[config.mk]
export PLATFORM = sky130hd
export DESIGN_NAME = register_file_nw_flat
export DESIGN_NICKNAME = d
export VERILOG_FILES = /design/src/rtl/register_file_pkg.sv /design/src/rtl/register_file_nw_if.sv /design/src/rtl/register_file_nw_write_decoder.sv /design/src/rtl/register_file_nw.sv /design/src/flat_wrapper.sv
export SDC_FILE = /design/constraint.sdc
export NUM_CORES = 1
export LEC_CHECK = 0
export CORE_MARGIN = 4
export CORE_UTILIZATION = 55
export CTS_BUF_LIST = sky130_fd_sc_hd__clkbuf_16
export DETAILED_ROUTE_END_ITERATION = 10
export HOLD_SLACK_MARGIN = 0.1
export PLACE_DENSITY = 0.92
export SYNTH_ARGS = -nofsm -noshare
export SYNTH_HDL_FRONTEND = slang
export SYNTH_SLANG_ARGS = --single-unit
export TNS_END_PERCENT = 5
[constraint.sdc]
create_clock -name i_clk -period 1.7 [get_ports i_clk]
set_input_delay 0.425 -clock i_clk [delete_from_list [all_inputs] [get_ports i_clk]]
set_output_delay 0.425 -clock i_clk [all_outputs]
set_load 0.1 [all_outputs]
[src/rtl/register_file_pkg.sv]
// Shared constants and types for the parametrised register file.
package register_file_pkg;

  localparam int unsigned DefDataWidth = 8;
  localparam int unsigned DefAddrWidth = 3;
  localparam int unsigned DefDepth     = 2 ** DefAddrWidth;

  typedef logic [DefAddrWidth-1:0] addr_t;
  typedef logic [DefDataWidth-1:0] data_t;
  typedef logic [DefDepth-1:0]     written_t;

endpackage

[src/rtl/register_file_nw_if.sv]
// Read/write port bundle of the register file; slave side is the register file itself.
interface register_file_nw_if
  import register_file_pkg::*;
#(
  parameter int unsigned DATA_WIDTH = DefDataWidth,
  parameter int unsigned ADDR_WIDTH = DefAddrWidth
) ();

  localparam int unsigned DEPTH = 2 ** ADDR_WIDTH;

  logic [ADDR_WIDTH-1:0] i_reg_read_0;
  logic [ADDR_WIDTH-1:0] i_reg_read_1;
  logic [DATA_WIDTH-1:0] o_port_read_0;
  logic [DATA_WIDTH-1:0] o_port_read_1;
  logic [ADDR_WIDTH-1:0] i_reg_write_0;
  logic [DATA_WIDTH-1:0] i_port_write_0;
  logic                  i_write_enable_0;
  logic [ADDR_WIDTH-1:0] i_reg_write_1;
  logic [DATA_WIDTH-1:0] i_port_write_1;
  logic                  i_write_enable_1;
  logic [DEPTH-1:0]      o_written;
  logic                  o_collision;

  modport slave (
    input  i_reg_read_0, i_reg_read_1,
    input  i_reg_write_0, i_port_write_0, i_write_enable_0,
    input  i_reg_write_1, i_port_write_1, i_write_enable_1,
    output o_port_read_0, o_port_read_1, o_written, o_collision
  );

  modport master (
    output i_reg_read_0, i_reg_read_1,
    output i_reg_write_0, i_port_write_0, i_write_enable_0,
    output i_reg_write_1, i_port_write_1, i_write_enable_1,
    input  o_port_read_0, o_port_read_1, o_written, o_collision
  );

endinterface

[src/rtl/register_file_nw_write_decoder.sv]
// One write port's address+enable turned into a one-hot register strobe.
module write_decoder #(
  parameter int unsigned ADDR_WIDTH = 3,
  parameter int unsigned ZERO_REG   = 1,
  localparam int unsigned DEPTH     = 2 ** ADDR_WIDTH
) (
  input  logic [ADDR_WIDTH-1:0] addr,
  input  logic                  en,
  output logic [DEPTH-1:0]      strobe
);

  always_comb begin
    strobe = '0;
    if (en) strobe[addr] = 1'b1;
    // Register 0 is hardwired: never written, never flagged.
    if (ZERO_REG != 0) strobe[0] = 1'b0;
  end

endmodule

[src/rtl/register_file_nw.sv]
// Two-read/two-write register file; port 1 wins same-address collisions.
module register_file_nw
  import register_file_pkg::*;
#(
  parameter int unsigned DATA_WIDTH = DefDataWidth,
  parameter int unsigned ADDR_WIDTH = DefAddrWidth,
  parameter int unsigned ZERO_REG   = 1,
  parameter int unsigned BYPASS     = 0
) (
  input logic               i_clk,
  input logic               i_rst,
  register_file_nw_if.slave bus
);

  localparam int unsigned DEPTH = 2 ** ADDR_WIDTH;

  logic [DATA_WIDTH-1:0] regs_q [DEPTH];
  logic [DEPTH-1:0]      written_q;
  logic                  collision_q;
  logic [DEPTH-1:0]      strobe_0;
  logic [DEPTH-1:0]      strobe_1;

  write_decoder #(
    .ADDR_WIDTH (ADDR_WIDTH),
    .ZERO_REG   (ZERO_REG)
  ) u_dec_0 (
    .addr   (bus.i_reg_write_0),
    .en     (bus.i_write_enable_0),
    .strobe (strobe_0)
  );

  write_decoder #(
    .ADDR_WIDTH (ADDR_WIDTH),
    .ZERO_REG   (ZERO_REG)
  ) u_dec_1 (
    .addr   (bus.i_reg_write_1),
    .en     (bus.i_write_enable_1),
    .strobe (strobe_1)
  );

  always_ff @(posedge i_clk) begin
    if (i_rst) begin
      for (int k = 0; k < DEPTH; k++) regs_q[k] <= '0;
      written_q   <= '0;
      collision_q <= 1'b0;
    end else begin
      for (int k = 0; k < DEPTH; k++) begin
        if (strobe_1[k])      regs_q[k] <= bus.i_port_write_1;
        else if (strobe_0[k]) regs_q[k] <= bus.i_port_write_0;
      end
      written_q   <= written_q | strobe_0 | strobe_1;
      // Raw enables, not strobes: a clash on the zero register still counts.
      collision_q <= bus.i_write_enable_0 & bus.i_write_enable_1 &
                     (bus.i_reg_write_0 == bus.i_reg_write_1);
    end
  end

  logic [ADDR_WIDTH-1:0] raddr [2];
  assign raddr[0] = bus.i_reg_read_0;
  assign raddr[1] = bus.i_reg_read_1;

  for (genvar p = 0; p < 2; p++) begin : g_read
    logic [DATA_WIDTH-1:0] data;
    always_comb begin
      data = regs_q[raddr[p]];
      if ((BYPASS != 0) && !i_rst) begin
        if (strobe_1[raddr[p]])      data = bus.i_port_write_1;
        else if (strobe_0[raddr[p]]) data = bus.i_port_write_0;
      end
      if ((ZERO_REG != 0) && (raddr[p] == '0)) data = '0;
    end
  end

  assign bus.o_port_read_0 = g_read[0].data;
  assign bus.o_port_read_1 = g_read[1].data;
  assign bus.o_written     = written_q;
  assign bus.o_collision   = collision_q;

endmodule

[src/flat_wrapper.sv]
// flat-port wrapper written by rule: the top's interface ports become plain ports
module register_file_nw_flat import register_file_pkg::*;
#(
  parameter int unsigned DATA_WIDTH = DefDataWidth,
  parameter int unsigned ADDR_WIDTH = DefAddrWidth,
  parameter int unsigned ZERO_REG   = 1,
  parameter int unsigned BYPASS     = 0
)
  (i_clk, i_rst, bus_i_reg_read_0, bus_i_reg_read_1, bus_i_reg_write_0, bus_i_port_write_0, bus_i_write_enable_0, bus_i_reg_write_1, bus_i_port_write_1, bus_i_write_enable_1, bus_o_port_read_0, bus_o_port_read_1, bus_o_written, bus_o_collision);
  register_file_nw_if #(.DATA_WIDTH(DATA_WIDTH), .ADDR_WIDTH(ADDR_WIDTH)) bus_i ();
  input logic i_clk;
  input logic i_rst;
  input wire logic [$bits(bus_i.i_reg_read_0)-1:0] bus_i_reg_read_0;
  input wire logic [$bits(bus_i.i_reg_read_1)-1:0] bus_i_reg_read_1;
  input wire logic [$bits(bus_i.i_reg_write_0)-1:0] bus_i_reg_write_0;
  input wire logic [$bits(bus_i.i_port_write_0)-1:0] bus_i_port_write_0;
  input wire logic [$bits(bus_i.i_write_enable_0)-1:0] bus_i_write_enable_0;
  input wire logic [$bits(bus_i.i_reg_write_1)-1:0] bus_i_reg_write_1;
  input wire logic [$bits(bus_i.i_port_write_1)-1:0] bus_i_port_write_1;
  input wire logic [$bits(bus_i.i_write_enable_1)-1:0] bus_i_write_enable_1;
  output wire logic [$bits(bus_i.o_port_read_0)-1:0] bus_o_port_read_0;
  output wire logic [$bits(bus_i.o_port_read_1)-1:0] bus_o_port_read_1;
  output wire logic [$bits(bus_i.o_written)-1:0] bus_o_written;
  output wire logic [$bits(bus_i.o_collision)-1:0] bus_o_collision;
  assign bus_i.i_reg_read_0 = bus_i_reg_read_0;
  assign bus_i.i_reg_read_1 = bus_i_reg_read_1;
  assign bus_i.i_reg_write_0 = bus_i_reg_write_0;
  assign bus_i.i_port_write_0 = bus_i_port_write_0;
  assign bus_i.i_write_enable_0 = bus_i_write_enable_0;
  assign bus_i.i_reg_write_1 = bus_i_reg_write_1;
  assign bus_i.i_port_write_1 = bus_i_port_write_1;
  assign bus_i.i_write_enable_1 = bus_i_write_enable_1;
  assign bus_o_port_read_0 = bus_i.o_port_read_0;
  assign bus_o_port_read_1 = bus_i.o_port_read_1;
  assign bus_o_written = bus_i.o_written;
  assign bus_o_collision = bus_i.o_collision;
  register_file_nw #(.DATA_WIDTH(DATA_WIDTH), .ADDR_WIDTH(ADDR_WIDTH), .ZERO_REG(ZERO_REG), .BYPASS(BYPASS)) u_core (.i_clk(i_clk), .i_rst(i_rst), .bus(bus_i));
endmodule
==> results.toml <==
[power_and_ir_drop]
vdd_drop_max_mv = 0.833
leakagePower_nw = 2.44
power_density_nw_per_um2 = 906

[cells_and_area]
utilization = 0.923
diodes = 0
layout_common_cells = "buf_4 (62), edfxtp_1 (56), o22ai_1 (40)"
area_delta_synth_final_pct = 63.0
seq_area_um2 = 1840
fillerInstances = 208
layout-drive-gt1-share = 0.475
final_common_cell = "buf_4"
multiInputGateArea_um2 = 2400
nets = 459

[timing]
period_share = 1.30
fin_tns_setup_ns = -6.69
setup_viol = 18
slew_viol_final = 0
fin_ws_ns = -0.516
fmax_ghz = 0.451
clock_skew_ns = 0
finalHoldViolations = 0
fin_crit_ns = 2.22
grt_setup_unrepaired = "true"

[synth]
netlist_area_um2 = 3850
ys_ff_latch = 64
synth-edff-count = 56
ys_types = 39
synthFlopType = "edfxtp_1"
synth.avg_cell_area_um2 = 12.4
yosysSeqAreaShare = 0.479
yosysWarnings = 0
netlist_instances = 310
synthArstFlopShare = 0
syn_nets = 342

[worst_setup_path]
crit_arrival_ns = 1.79
worstReg2RegEnd = "u_core.bus.o_written[3]$_SDFF_PP0_"
cp-start-kind = "flop"
worstPathRequired_ns = 1.27
r2r_start = "u_core.bus.o_written[3]$_SDFF_PP0_"
worstSetupPathType = "reg2out"
r2r_cells = 2
endpoint_kind = "output pin"
regToRegSetupSlack_ns = 0.92
cp_max_fo = 2

[worst_hold_path]
min_to = "u_core.bus.o_written[6]$_SDFF_PP0_"
hold_start = "u_core.bus.o_written[6]$_SDFF_PP0_"
hp-class = "reg2reg"
hold_depth = 2

[global_routing]
grt_first_pass_wirelength_um = 25000
antenna_found_initial = 0
grt_usage = 0.403
grt_max_degree = 20
grt_overflow_total = 0
grt_pass1_vias = 4000

[floorplan]
die_area_um2 = 8400
rows = 30
core_um2 = 6790
die_y_um = 91.6
die_w_um = 91.6
start_util = 0.566
ios = 57

[clock_network]
holdBufCountCts = 0
tritoncts = "built"
root_buffer = "clkbuf_16"
clock_sinks = 64
clock_latency_ns = 0.33
cts-buffers-inserted = 9
clk_pin_slew_ns = 0.06
clockBufferDepth = 2
h-tree-depth = 3

[detailed_routing]
drcViolationCount = 0
vias = 3857
wl_per_cell_um = 31.5
totalWireLength_um = 16600
first_iter_violations = 650
vias_per_cell = 7.30
ant_nets = 0
dr.pass1.iters = 5

[run]
drv_cap = 0

[placement]
io_buffers = 55
gp_congestion = 0.920
hpwl_um = 9170

[status]
violations = "setup timing"
run_status = "complete, but fails checks"
==> stage by stage <==
step | area [µm²] | setup WS [ns] | hold slack (ns) | instances | power [W]
CTS | 6220 | -0.466 | 0.519 | 528 | 0.00551
global placement | 5500 | -0.891 | 0.494 | 507 | 0.00355
floorplan | 4150 | -0.661 | 0.592 | 310 | 0.00296
finish | 6270 | -0.516 | 0.524 | 528 | 0.00568
global route | 6270 | -0.554 | 0.559 | 528 | 0.00578
detailed placement | 5500 | -0.905 | 0.503 | 507 | 0.00360
==> layer usage <==
metal  global-route usage  part of all wire
met1                0.466              0.33
met2                0.665              0.48
met3                0.121              0.12
met4                0.221             0.071
met5                    0                 0
==> layout make-up <==
| type | instances | area share |
|---|---|---|
| tap | 96 | 0.0192 |
| inverter | 2 | 0.00120 |
| clock inverter | 7 | 0.0102 |
| multi-input combinational | 213 | 0.382 |
| sequential | 64 | 0.294 |
| timing repair buffer | 137 | 0.257 |
| clock buffer | 9 | 0.0359 |
==> cells in the mapped netlist, types with 2 or more instances <==
| cell | number | share of area |
|---|---|---|
| edfxtp_1 | 56 | 0.44 |
| mux2i_1 | 40 | 0.10 |
| o22ai_1 | 40 | 0.065 |
| nand2b_1 | 19 | 0.031 |
| a221oi_1 | 18 | 0.041 |
| buf_2 | 12 | 0.016 |
| mux2_2 | 10 | 0.029 |
| nor2b_1 | 9 | 0.015 |
| a211oi_1 | 8 | 0.016 |
| a311oi_1 | 8 | 0.018 |
| dfxtp_1 | 8 | 0.042 |
| buf_6 | 7 | 0.020 |
| a221oi_2 | 6 | 0.023 |
| mux2_4 | 6 | 0.023 |
| clkbuf_1 | 5 | 0.0049 |
| nor2_1 | 5 | 0.0049 |
| buf_4 | 4 | 0.0078 |
| nand2_2 | 4 | 0.0065 |
| nand4b_1 | 4 | 0.0091 |
| nor3b_1 | 4 | 0.0078 |
| or3b_1 | 4 | 0.0091 |
| and2b_1 | 3 | 0.0059 |
| and4b_1 | 3 | 0.0078 |
| and4bb_2 | 3 | 0.0098 |
| nand4bb_1 | 3 | 0.0088 |
| a31oi_1 | 2 | 0.0033 |
| clkbuf_2 | 2 | 0.0026 |
| inv_1 | 2 | 0.0020 |
| nand3b_1 | 2 | 0.0039 |
| nand4_1 | 2 | 0.0033 |
| nor3_1 | 2 | 0.0026 |
| xor2_1 | 2 | 0.0046 |
==> state kept, by name, summed over array words and instances, names as in the netlist <==
| signal | flops |
|---|---|
| u_core.regs_q | 56 |
| u_core.bus.o_written | 7 |
| u_core.bus.o_collision | 1 |
==> power by group <==
group	leakage (nW)	internal [W]	switching, W
logic	1.68	0.000764	0.00108
registers	0.616	0.00186	0.000146
clock network	0.144	0.00112	0.000715
==> critical path, stage by stage (launching register included) <==
cell,delay [ns]
edfxtp_1,0.45
mux2_4,0.32
a221oi_4,0.29
buf_4,0.16
a311oi_4,0.04
buf_12,0.19
==> kinds of logic (layout without fill, tap and decap cells) <==
| kind of cell | count (synthesis) | after routing | synth area share |
|---|---|---|---|
| DFF | 64 | 64 | 0.479 |
| AOI/OAI and AO/OA | 82 | 82 | 0.167 |
| other | 1 | 1 | 0.000975 |
| muxes | 56 | 56 | 0.157 |
| xor gates and xnor gates | 3 | 3 | 0.00683 |
| buffers and inverters | 33 | 155 | 0.0572 |
| and+or+nand+nor | 71 | 71 | 0.133 |
==> worst max path at each step <==
stage / slack, ns / from / endpoint / cells past startpoint
floorplan: -0.66 / bus_i_reg_read_1[1] / bus_o_port_read_1[0] / 5
global placement: -0.89 / bus_i_reg_read_1[1] / bus_o_port_read_1[6] / 7
detailed placement: -0.91 / bus_i_reg_read_1[1] / bus_o_port_read_1[7] / 8
CTS: -0.47 / u_core.regs_q[1][6]$_SDFFCE_PN0P_ / bus_o_port_read_1[6] / 5
global route: -0.55 / u_core.regs_q[1][6]$_SDFFCE_PN0P_ / bus_o_port_read_1[6] / 5
finish: -0.52 / u_core.regs_q[1][6]$_SDFFCE_PN0P_ / bus_o_port_read_1[6] / 5
==> timing repair <==
item	4_1_cts	5_1_grt
resized for setup	95	15
endpoints found under the setup margin	111	36
gates cloned	2	0
buffers inserted	4	0
pin swaps	15	4
(Power assumes the default switching activity.)
